==> src/rtl/seq_player_if.sv <==
// seq_player_if
//   Groups the playback request and LED/status outputs of seq_player.
//   Parameter N must match the N of the seq_player instance it connects to.
//
//   Optional feature macro: SEQ_PLAYER_ABORT_EN (adds the abort request line).
//
//   Signals
//     start   request playback (sampled only while the player is idle)
//     seq     N-bit sequence, step k = seq[N-1-4k -: 4]
//     round   last step index to play
//     abort   cancel a running playback (only with SEQ_PLAYER_ABORT_EN)
//     led_o   nibble being shown, 0 otherwise
//     idx_o   index of the step being played
//     busy_o  playback in progress
//     done_o  one-cycle pulse at the end of a complete playback
//
//   Modports
//     master  requester side (game FSM / testbench)
//     slave   player side (seq_player)
interface seq_player_if #(
  parameter int N = 64
) ();
  logic         start;
  logic [N-1:0] seq;
  logic [3:0]   round;
`ifdef SEQ_PLAYER_ABORT_EN
  logic         abort;
`endif
  logic [3:0]   led_o;
  logic [3:0]   idx_o;
  logic         busy_o;
  logic         done_o;

  modport master (
    output start,
    output seq,
    output round,
`ifdef SEQ_PLAYER_ABORT_EN
    output abort,
`endif
    input  led_o,
    input  idx_o,
    input  busy_o,
    input  done_o
  );

  modport slave (
    input  start,
    input  seq,
    input  round,
`ifdef SEQ_PLAYER_ABORT_EN
    input  abort,
`endif
    output led_o,
    output idx_o,
    output busy_o,
    output done_o
  );
endinterface

==> src/rtl/seq_player.sv <==
// seq_player
//   Plays the round sequence built by the sequence register onto the LEDs,
//   one 4-bit nibble per step, MSB nibble first. Each nibble is shown for
//   ON_CYC cycles followed by an OFF_CYC dark gap. done_o pulses once when
//   the last step's gap has elapsed so the game FSM can open player input.
//
//   Optional feature macro: SEQ_PLAYER_ABORT_EN (abort request on bus.abort).
//
//   Parameters
//     N        sequence width (multiple of 4)
//     ON_CYC   cycles each nibble is shown (>=1)
//     OFF_CYC  cycles of dark gap after each nibble (>=1)
//     CW       timing counter width (must hold max(ON_CYC, OFF_CYC))
//
//   Ports
//     CLK      clock, rising edge
//     R        asynchronous active-low reset
//     bus      seq_player_if.slave (start/seq/round[/abort] in,
//              led_o/idx_o/busy_o/done_o out, all outputs registered)
//
//   state | meaning
//   ------+-----------------------------------------------------------
//   IDLE  | waiting for start; outputs dark, not busy
//   SHOW  | nibble idx driven on led_o, counter runs ON_CYC cycles
//   GAP   | led_o dark, counter runs OFF_CYC cycles, then next or FIN
//   FIN   | done_o high for one cycle, busy_o low, then IDLE
module seq_player #(
  parameter int N       = 64,
  parameter int ON_CYC  = 4,
  parameter int OFF_CYC = 2,
  parameter int CW      = 16
) (
  input  logic          CLK,
  input  logic          R,
  seq_player_if.slave   bus
);

  typedef enum logic [1:0] {
    IDLE = 2'd0,
    SHOW = 2'd1,
    GAP  = 2'd2,
    FIN  = 2'd3
  } state_t;

  // Highest step the sequence can hold; idx is 4 bits so it caps at 15.
  localparam int             LAST_STEP = (N / 4 > 16) ? 15 : (N / 4 - 1);
  localparam logic [3:0]     LAST_IDX  = 4'(LAST_STEP);
  localparam logic [CW-1:0]  ON_LD     = CW'(ON_CYC - 1);
  localparam logic [CW-1:0]  OFF_LD    = CW'(OFF_CYC - 1);

  state_t          state;
  logic [N-1:0]    seq_l;
  logic [3:0]      round_l;
  logic [3:0]      idx;
  logic [CW-1:0]   cnt;
  logic [3:0]      led;
  logic            busy;
  logic            done;
  logic            abort_req;

`ifdef SEQ_PLAYER_ABORT_EN
  assign abort_req = bus.abort;
`else
  assign abort_req = 1'b0;
`endif

  // seq_l is kept pre-shifted so the next nibble to show is always its top
  // nibble; this avoids a variable-index mux across the whole sequence.
  // cnt is a down-counter loaded with (length-1); the phase ends when it
  // reaches zero.
  always_ff @(posedge CLK or negedge R) begin
    if (!R) begin
      state   <= IDLE;
      seq_l   <= '0;
      round_l <= '0;
      idx     <= '0;
      cnt     <= '0;
      led     <= '0;
      busy    <= 1'b0;
      done    <= 1'b0;
    end else begin
      case (state)
        IDLE: begin
          done <= 1'b0;
          if (bus.start) begin
            state   <= SHOW;
            led     <= bus.seq[N-1 -: 4];
            seq_l   <= bus.seq << 4;
            round_l <= (bus.round > LAST_IDX) ? LAST_IDX : bus.round;
            idx     <= '0;
            cnt     <= ON_LD;
            busy    <= 1'b1;
          end
        end

        SHOW: begin
          if (abort_req) begin
            state <= IDLE;
            led   <= '0;
            idx   <= '0;
            cnt   <= '0;
            busy  <= 1'b0;
            done  <= 1'b0;
          end else if (cnt == '0) begin
            state <= GAP;
            led   <= '0;
            cnt   <= OFF_LD;
          end else begin
            cnt <= cnt - 1'b1;
          end
        end

        GAP: begin
          if (abort_req) begin
            state <= IDLE;
            led   <= '0;
            idx   <= '0;
            cnt   <= '0;
            busy  <= 1'b0;
            done  <= 1'b0;
          end else if (cnt == '0) begin
            if (idx == round_l) begin
              state <= FIN;
              busy  <= 1'b0;
              done  <= 1'b1;
              cnt   <= '0;
            end else begin
              state <= SHOW;
              idx   <= idx + 1'b1;
              led   <= seq_l[N-1 -: 4];
              seq_l <= seq_l << 4;
              cnt   <= ON_LD;
            end
          end else begin
            cnt <= cnt - 1'b1;
          end
        end

        FIN: begin
          done  <= 1'b0;
          state <= IDLE;
        end

        default: begin
          state <= IDLE;
          led   <= '0;
          busy  <= 1'b0;
          done  <= 1'b0;
        end
      endcase
    end
  end

  assign bus.led_o  = led;
  assign bus.idx_o  = idx;
  assign bus.busy_o = busy;
  assign bus.done_o = done;

endmodule
==> src/flat_wrapper.sv <==
// flat-port wrapper written by rule: the top's interface ports become plain ports
module seq_player_flat 
#(
  parameter int N       = 64,
  parameter int ON_CYC  = 4,
  parameter int OFF_CYC = 2,
  parameter int CW      = 16
)
  (CLK, R, bus_start, bus_seq, bus_round, bus_led_o, bus_idx_o, bus_busy_o, bus_done_o);
  seq_player_if #(.N(N)) bus_i ();
  input  logic CLK;
  input  logic R;
  input wire logic [$bits(bus_i.start)-1:0] bus_start;
  input wire logic [$bits(bus_i.seq)-1:0] bus_seq;
  input wire logic [$bits(bus_i.round)-1:0] bus_round;
  output wire logic [$bits(bus_i.led_o)-1:0] bus_led_o;
  output wire logic [$bits(bus_i.idx_o)-1:0] bus_idx_o;
  output wire logic [$bits(bus_i.busy_o)-1:0] bus_busy_o;
  output wire logic [$bits(bus_i.done_o)-1:0] bus_done_o;
  assign bus_i.start = bus_start;
  assign bus_i.seq = bus_seq;
  assign bus_i.round = bus_round;
  assign bus_led_o = bus_i.led_o;
  assign bus_idx_o = bus_i.idx_o;
  assign bus_busy_o = bus_i.busy_o;
  assign bus_done_o = bus_i.done_o;
  seq_player #(.N(N), .ON_CYC(ON_CYC), .OFF_CYC(OFF_CYC), .CW(CW)) u_core (.CLK(CLK), .R(R), .bus(bus_i));
endmodule
==> config.mk <==
export PLATFORM = sky130hd
export DESIGN_NAME = seq_player_flat
export DESIGN_NICKNAME = d
export VERILOG_FILES = /design/src/rtl/seq_player_if.sv /design/src/rtl/seq_player.sv /design/src/flat_wrapper.sv
export SDC_FILE = /design/constraint.sdc
export NUM_CORES = 1
export LEC_CHECK = 0
export CORE_MARGIN = 2
export CORE_UTILIZATION = 51
export DETAILED_ROUTE_END_ITERATION = 8
export HOLD_SLACK_MARGIN = 0.06
export PLACE_DENSITY_LB_ADDON = 0.3
export SLEW_MARGIN = 20
export SYNTH_ARGS = -nofsm -noshare
export SYNTH_HDL_FRONTEND = slang
export SYNTH_SLANG_ARGS = --single-unit
==> constraint.sdc <==
create_clock -name CLK -period 7.16 [get_ports CLK]
set_clock_uncertainty 0.1 [all_clocks]
set_input_delay 1.074 -clock CLK [delete_from_list [all_inputs] [get_ports CLK]]
set_output_delay 1.074 -clock CLK [all_outputs]
set_load 0.01 [all_outputs]
==> implementation parameters, run 1 <==
Parameter                              Value

Outcome
  Result of the run    complete, no violations

Timing
  Worst slew margin relative to its limit    30.5%
  Worst path setup slack after routing    3350 ps
  Portion of the clock cycle consumed by the worst path in the final layout    53.2%
  Finish-stage setup viols    0
  Number of max-slew violations in the final report    0
  Worst slack on hold paths    435 ps
  Setup repair after global routing missed its margin    no
  Slew at the pin with the worst max-slew slack    1040 ps
  Maximum clock frequency    263 MHz
  Total negative setup slack    0 ps
  Shortest period the worst path allows    3810 ps
  Number of failing hold endpoints at the final stage    0

Logic synthesis
  Count of synthesis-stage warnings from yosys    0
  Most common cell in the synthesized netlist    dfrtp_1
  Share of the synthesized area in the top cell type    49.1%
  Share of synthesized area occupied by flip-flops and latches    49.1%
  Synth area leaders    dfrtp_1 (49%), o22a_1 (10%), o221a_1 (9.6%), o221a_2 (3.8%), nand2_1 (2.3%)
  Share of synthesized registers carrying an async set or reset    100%
  Top_reg_cell synth    dfrtp_1
  Area leader, netlist    dfrtp_1
  Synthesized area per cell    11.2 sq um
  EDFF count, synth    0
  Count of mapped cells out of synthesis    419
  Total of flip-flops plus latches after synthesis    92
  Cell variety after synth    49
  Post-synthesis net count    496
  Post-synthesis instance area    0.00469 sq mm
  Most used standard cells in the synthesized netlist    dfrtp_1 (92), o22a_1 (56), o221a_1 (40)

Layout
  Non-filler instance count after layout    592
  Filler Cell Count    687
  Growth of design area from synthesis to finish    21.3%
  Nets    557
  Share of final-layout standard cells stronger than drive strength 1    9.09%
  Core occupancy in the finished layout    64.6%
  Antenna diode instance count    0

Clock network
  Clock Tree Root    clkbuf_8
  H-tree Lvls    3
  Hold_buf cts    0
  Clock input transition at the sequential cells of the worst setup and hold paths    80 ps
  Longest Clk Path Bufs    2
  Clock latency on the worst-skew pair    360 ps
  Inserted Clock Buffers    9
  Number of sinks on the clock net    92
  TritonCTS clock tree    built
  Post-cts resize count    0
  Post-CTS setup-driven buffer insertion count    0

Detailed routing
  First-pass iteration count of the detailed router    4
  Vias    3,759
  Violation count after the first detailed-route iteration    198
  Post-detailed-route via-to-cell ratio    6.35
  DR WL/cell    18.6 um
  Routed WL    11,000 um
  Number of remaining DRC errors    0
  Number of routed nets with antenna violations    0

Place
  Cell total after placement    577
  Routability congestion estimate    0.894
  Port Buffers    80
  Worst slack, placed    3120 ps
  Dpl hpwl    7430 um

Global route
  Number of global-route vias before repair    3,733
  First-pass GRT wire length    18,200 um
  Total global routing track utilization    22.7%
  Total overflow reported by the global router    0
  Pin count of the biggest net entering global routing    60
  Antenna violations before repair    0

Min path
  Tightest Hold Check Type    flop to flop

Power
  P_leak    2.45 nW
  Areal power density over the cells    162 mW/mm^2
  Maximum resistive drop on vdd    104 uV

Critical path
  Worst Path Arrival    3960 ps
  Startpoint kind of the worst setup timing path    flop
  Critical path required time    7310 ps
  CP cell instances    inv_1 > ha_1 > or4b_1 > nand4b_1 > o21ai_4 > buf_4 > o21ai_1 > a22o_1
  Largest stage delay, worst path    780 ps
  Kind of critical path    flop to flop
  Setup crit end kind    flop
  Highest-delay cell along the critical path    o21ai_4
  Critical path fanouts, max    35
  Setup slack on the worst flop-to-flop path    3350 ps

Floorplanning
  Total die area    0.00998 sq mm
  Area of the core    0.00881 sq mm
  Top-level port count    81
  Overall die width    99.9 um
  Cell Rows    34
  Overall die height    99.9 um
  Starting density of the core    53.3%

Run
  Reported max-cap violation count    0
metrics by stage:
step / total power, mW / area [sq um]
floorplan: 0.533 / 4690
detailed placement: 0.584 / 5500
global route: 0.949 / 5690
finish: 0.921 / 5690
CTS: 0.924 / 5690
global placement: 0.584 / 5500
sequential cells by signal, summed over array words and instances, names as in the netlist:
| signal | count |
|---|---|
| u_core.seq_l | 60 |
| u_core.cnt | 16 |
| u_core.bus.idx_o | 4 |
| u_core.bus.led_o | 4 |
| u_core.round_l | 4 |
| u_core.state | 2 |
| u_core.bus.busy_o | 1 |
| u_core.bus.done_o | 1 |
critical path: cells and delay by family, from the launching register on:
kind	cells	cell delay, ps
AOI/OAI and AO/OA	3	1280
and+or+nand+nor	2	1150
buffers and inverters	2	550
DFF	1	410
adders and majority gates	1	190
where the power goes:
part	switching, mW	internal, mW
sequential	0	0.519
combinational	0.0188	0.0358
clock	0.178	0.169
layout make-up:
type,count,area (sq um),share of cell area (%)
inverter,12,45.0,0.792
clock inverter,2,35.0,0.616
multi-input combinational,282,2200,38.7
clock buffer,13,149,2.62
sequential,92,2300,40.5
tap,108,135,2.38
timing repair buffer,83,821,14.4
cells in the final DEF (no fill, tap or decap), drive strengths merged, types with 7 or more instances in the layout:
| cell | netlist | layout |
|---|---|---|
| a31oi | 7 | 7 |
| a21oi | 14 | 14 |
| clkdlybuf4s50 | 0 | 79 |
| inv | 12 | 12 |
| dfrtp | 92 | 92 |
| o21ai | 20 | 20 |
| nor2b | 10 | 10 |
| xnor2 | 7 | 7 |
| nor2 | 19 | 19 |
| o22a | 56 | 56 |
| o221a | 56 | 56 |
| nand2 | 29 | 29 |
| clkbuf | 22 | 13 |
worst paths after layout:
check | startpoint | endpoint | depth (start not counted)
setup / recovery | u_core.cnt[0] | u_core.seq_l[6] | 8
hold / removal | u_core.round_l[1] | u_core.round_l[1] | 1
setup reg to reg | u_core.cnt[0] | u_core.seq_l[6] | 8
hold reg to reg | u_core.round_l[1] | u_core.round_l[1] | 1
max in group asynchronous | R | u_core.seq_l[8] | 2
min in group asynchronous | R | u_core.seq_l[51] | 1
logic make-up (layout without fill, tap and decap cells):
group	count (synthesis)	in the layout	share of synthesized area, %
compound gates	170	170	31.6
flops	92	92	49.1
simple gates	91	91	10.2
buf+inv	45	110	4.45
xor+xnor	10	10	1.87
fa+ha+maj	6	6	1.60
mux	5	5	1.20
per-layer routing:
layer	vias to the layer above	share of wire, %	track usage, %
met3	13	4.8	5.29
met1	1873	46	31.2
met5	-	0	0
met4	0	1.4	6.53
li1	1769	-	-
met2	104	48	36.2
No activity file was read; power rests on OpenSTA's default activity.
==> run 2: changes to the inputs <==
--- a/config.mk
+++ b/config.mk
@@ -6,7 +6,7 @@
 export NUM_CORES = 1
 export LEC_CHECK = 0
 export CORE_MARGIN = 2
-export CORE_UTILIZATION = 51
+export CORE_UTILIZATION = 48
 export DETAILED_ROUTE_END_ITERATION = 8
 export HOLD_SLACK_MARGIN = 0.06
 export PLACE_DENSITY_LB_ADDON = 0.3
==> constraint.sdc (replaced) <==
create_clock -name CLK -period 3.45 [get_ports CLK]
set_clock_uncertainty 0.1 [all_clocks]
set_input_delay 0.5175 -clock CLK [delete_from_list [all_inputs] [get_ports CLK]]
set_output_delay 0.5175 -clock CLK [all_outputs]
set_load 0.01 [all_outputs]
==> run 2 against run 1 <==
  * Sequential power grew 110%
  * Sequential share of layout area down 0.86 points
  * Register-to-register slack lost 2700 ps
  * Via count up 0.90%
  * Cell area rose by 2.2%
  * Combinational power up 110%
  * Clock-buffer cell count is 3 lower
  * Setup slack worse by 2700 ps
  * Global-route usage down 1.8 points
  * Worst hold slack lost 390 ps
  * Critical path type unchanged
  * Highest routed layer unchanged
==> implementation parameters, run 2 (synthesized netlist as in run 1, its figures left out) <==
Parameter                              Value

Layout
  Nets    563 (+1.1%)
  Most frequent standard cell in the layout excluding fill and tap cells    dfrtp_1
  Filler Cell Count    810 (+18%)
  Biggest register    u_core.seq_l
  Most frequent cells in the layout    dfrtp_1 (92), clkdlybuf4s50_1 (79), o22a_1 (56)
  Register Area    0.00230 sq mm (unchanged)
  Share of final-layout standard cells stronger than drive strength 1    11.0% (+1.9 points)
  Growth of design area from synthesis to finish    23.9%
  Combined area of the multi-input logic cells    0.00220 sq mm (unchanged)
  Antenna diode instance count    0 (unchanged)
  Top Registers    u_core.seq_l x60, u_core.cnt x16
  Flip-flop count of the largest register after layout    60 (unchanged)

Critical path
  CP cell instances    inv_1 > ha_1 > nor2b_1 > nand3_2 > or3_1 > or4_4 > o221a_2
  Startpoint kind of the worst setup timing path    flop
  Setup crit end kind    flop
  Largest stage delay, worst path    730 ps (-50 ps)
  Setup slack on the worst flop-to-flop path    630 ps (-2720 ps)
  Highest-delay cell along the critical path    or4_4
  Buffers & Inverters on Critical Path    1 (-1)
  End of the worst register-to-register path    u_core.seq_l[60]
  Critical path fanouts, max    56 (+60%)
  Largest delay contributor family on the critical path    simple AND/OR/NAND/NOR gates
  Critical path required time    3600 ps (-3710 ps)
  Launch point of the worst reg-to-reg path    u_core.cnt[0]
  Depth of the worst register-to-register path    7 (-1)
  Kind of critical path    flop to flop
  Worst Path Arrival    2960 ps (-1000 ps)

Floorplanning
  Cell Rows    36 (+5.9%)
  Overall die width    103 um (+3.0%)
  Area of the core    0.00964 sq mm (+9.5%)
  Starting density of the core    48.7% (-4.6 points)
  Overall die height    103 um (+3.0%)
  Total die area    0.0106 sq mm (+6.0%)
  Top-level port count    81 (unchanged)

Timing
  Worst slew margin relative to its limit    59.2% (+29 points)
  Portion of the clock cycle consumed by the worst path in the final layout    81.7% (+29 points)
  Shortest period the worst path allows    2820 ps (-989 ps)
  Slew at the pin with the worst max-slew slack    612 ps (-427 ps)
  Setup repair after global routing missed its margin    no
  Total negative setup slack    0 ps (unchanged)
  Number of failing hold endpoints at the final stage    0 (unchanged)
  Finish-stage setup viols    0 (unchanged)
  Number of max-slew violations in the final report    0 (unchanged)
  Maximum clock frequency    355 MHz (+35%)

Clock network
  Inserted Clock Buffers    9 (unchanged)
  Clock Tree Root    clkbuf_8
  Clock input transition at the sequential cells of the worst setup and hold paths    100 ps (+20 ps)
  Post-cts resize count    0 (unchanged)
  H-tree Lvls    3 (unchanged)
  Longest Clk Path Bufs    2 (unchanged)
  Post-CTS setup-driven buffer insertion count    0 (unchanged)
  Hold_buf cts    0 (unchanged)
  TritonCTS clock tree    built
  Clock latency on the worst-skew pair    350 ps (about the same)
  Number of sinks on the clock net    92 (unchanged)

Min path
  Tightest Hold Check Type    primary input to async pin

Run
  Reported max-cap violation count    0 (unchanged)

Global route
  First-pass GRT wire length    17,500 um (-4.0%)
  Pin count of the biggest net entering global routing    57 (-5.0%)
  Total overflow reported by the global router    0 (unchanged)
  Antenna violations before repair    0 (unchanged)
  Number of global-route vias before repair    3,830 (+2.6%)
  Total global routing track utilization    20.9% (-1.8 points)

Detailed routing
  Number of remaining DRC errors    0 (unchanged)
  Vias    3,793 (+0.90%)
  Routed WL    10,700 um (-2.7%)
  Post-detailed-route via-to-cell ratio    6.08 (-4.3%)
  DR WL/cell    17.2 um (-7.7%)
  First-pass iteration count of the detailed router    4 (unchanged)
  Violation count after the first detailed-route iteration    156 (-21%)
  Number of routed nets with antenna violations    0 (unchanged)

Place
  Routability congestion estimate    0.838 (-6.3%)
  Port Buffers    80 (unchanged)
  Dpl hpwl    7220 um (-2.8%)

Power
  P_leak    2.50 nW (+2.1%)
  Areal power density over the cells    334 mW/mm^2 (+110%)
  Post-route total power    1.94 mW (+110%)
  Maximum resistive drop on vdd    191 uV (+84%)

Outcome
  Result of the run    complete, no violations
run 2: power breakdown:
part | total [mW] | leakage (nW) | internal (mW) | switching [mW]
Combinational | 0.113 | 1.14 | 0.0749 | 0.0380
Clock | 0.750 | 0.103 | 0.360 | 0.390
Sequential | 1.08 | 1.26 | 1.08 | 0
Total | 1.94 | 2.50 | 1.51 | 0.428
run 2: how the worst max path moves through the flow:
stage / from / to / slack, ps / cells past startpoint
after floorplan: u_core.cnt[8] / u_core.seq_l[10] / 1000 / 7
after global placement: u_core.cnt[0] / u_core.seq_l[8] / 730 / 7
after detailed placement: u_core.cnt[0] / u_core.seq_l[60] / 670 / 7
after CTS: u_core.cnt[0] / u_core.seq_l[60] / 630 / 7
after global routing: u_core.cnt[0] / u_core.seq_l[58] / 490 / 7
final: u_core.cnt[0] / u_core.seq_l[60] / 630 / 7
run 2: stage by stage:
stage	util [%]	setup WS [ps]	cell area, sq um	hold WS [ps]	instances
floorplan	-	996	4690	122	419
global placement	58.2	732	5610	412	608
detailed placement	58.2	673	5610	417	608
CTS	60.3	635	5810	69.7	624
global route	60.3	493	5810	88.3	624
finish	60.3	632	5810	48.9	624
run 2: metal layers:
metal / vias up / share of wire, % / global-route usage [%]
met2: 107 / 48 / 34.3
met1: 1881 / 46 / 27.7
met4: 0 / 1.8 / 9.21
met5: - / 0 / 0
met3: 17 / 4.4 / 3.19
li1: 1788 / - / -
run 2: final cells by class:
class | count | share of cell area [%]
clock buffers | 10 | 2.37
well taps | 133 | 2.86
multi-input cells | 282 | 37.9
clock inverters | 6 | 1.18
repair buffers | 89 | 15.3
inverters | 12 | 0.775
flip-flops and latches | 92 | 39.6
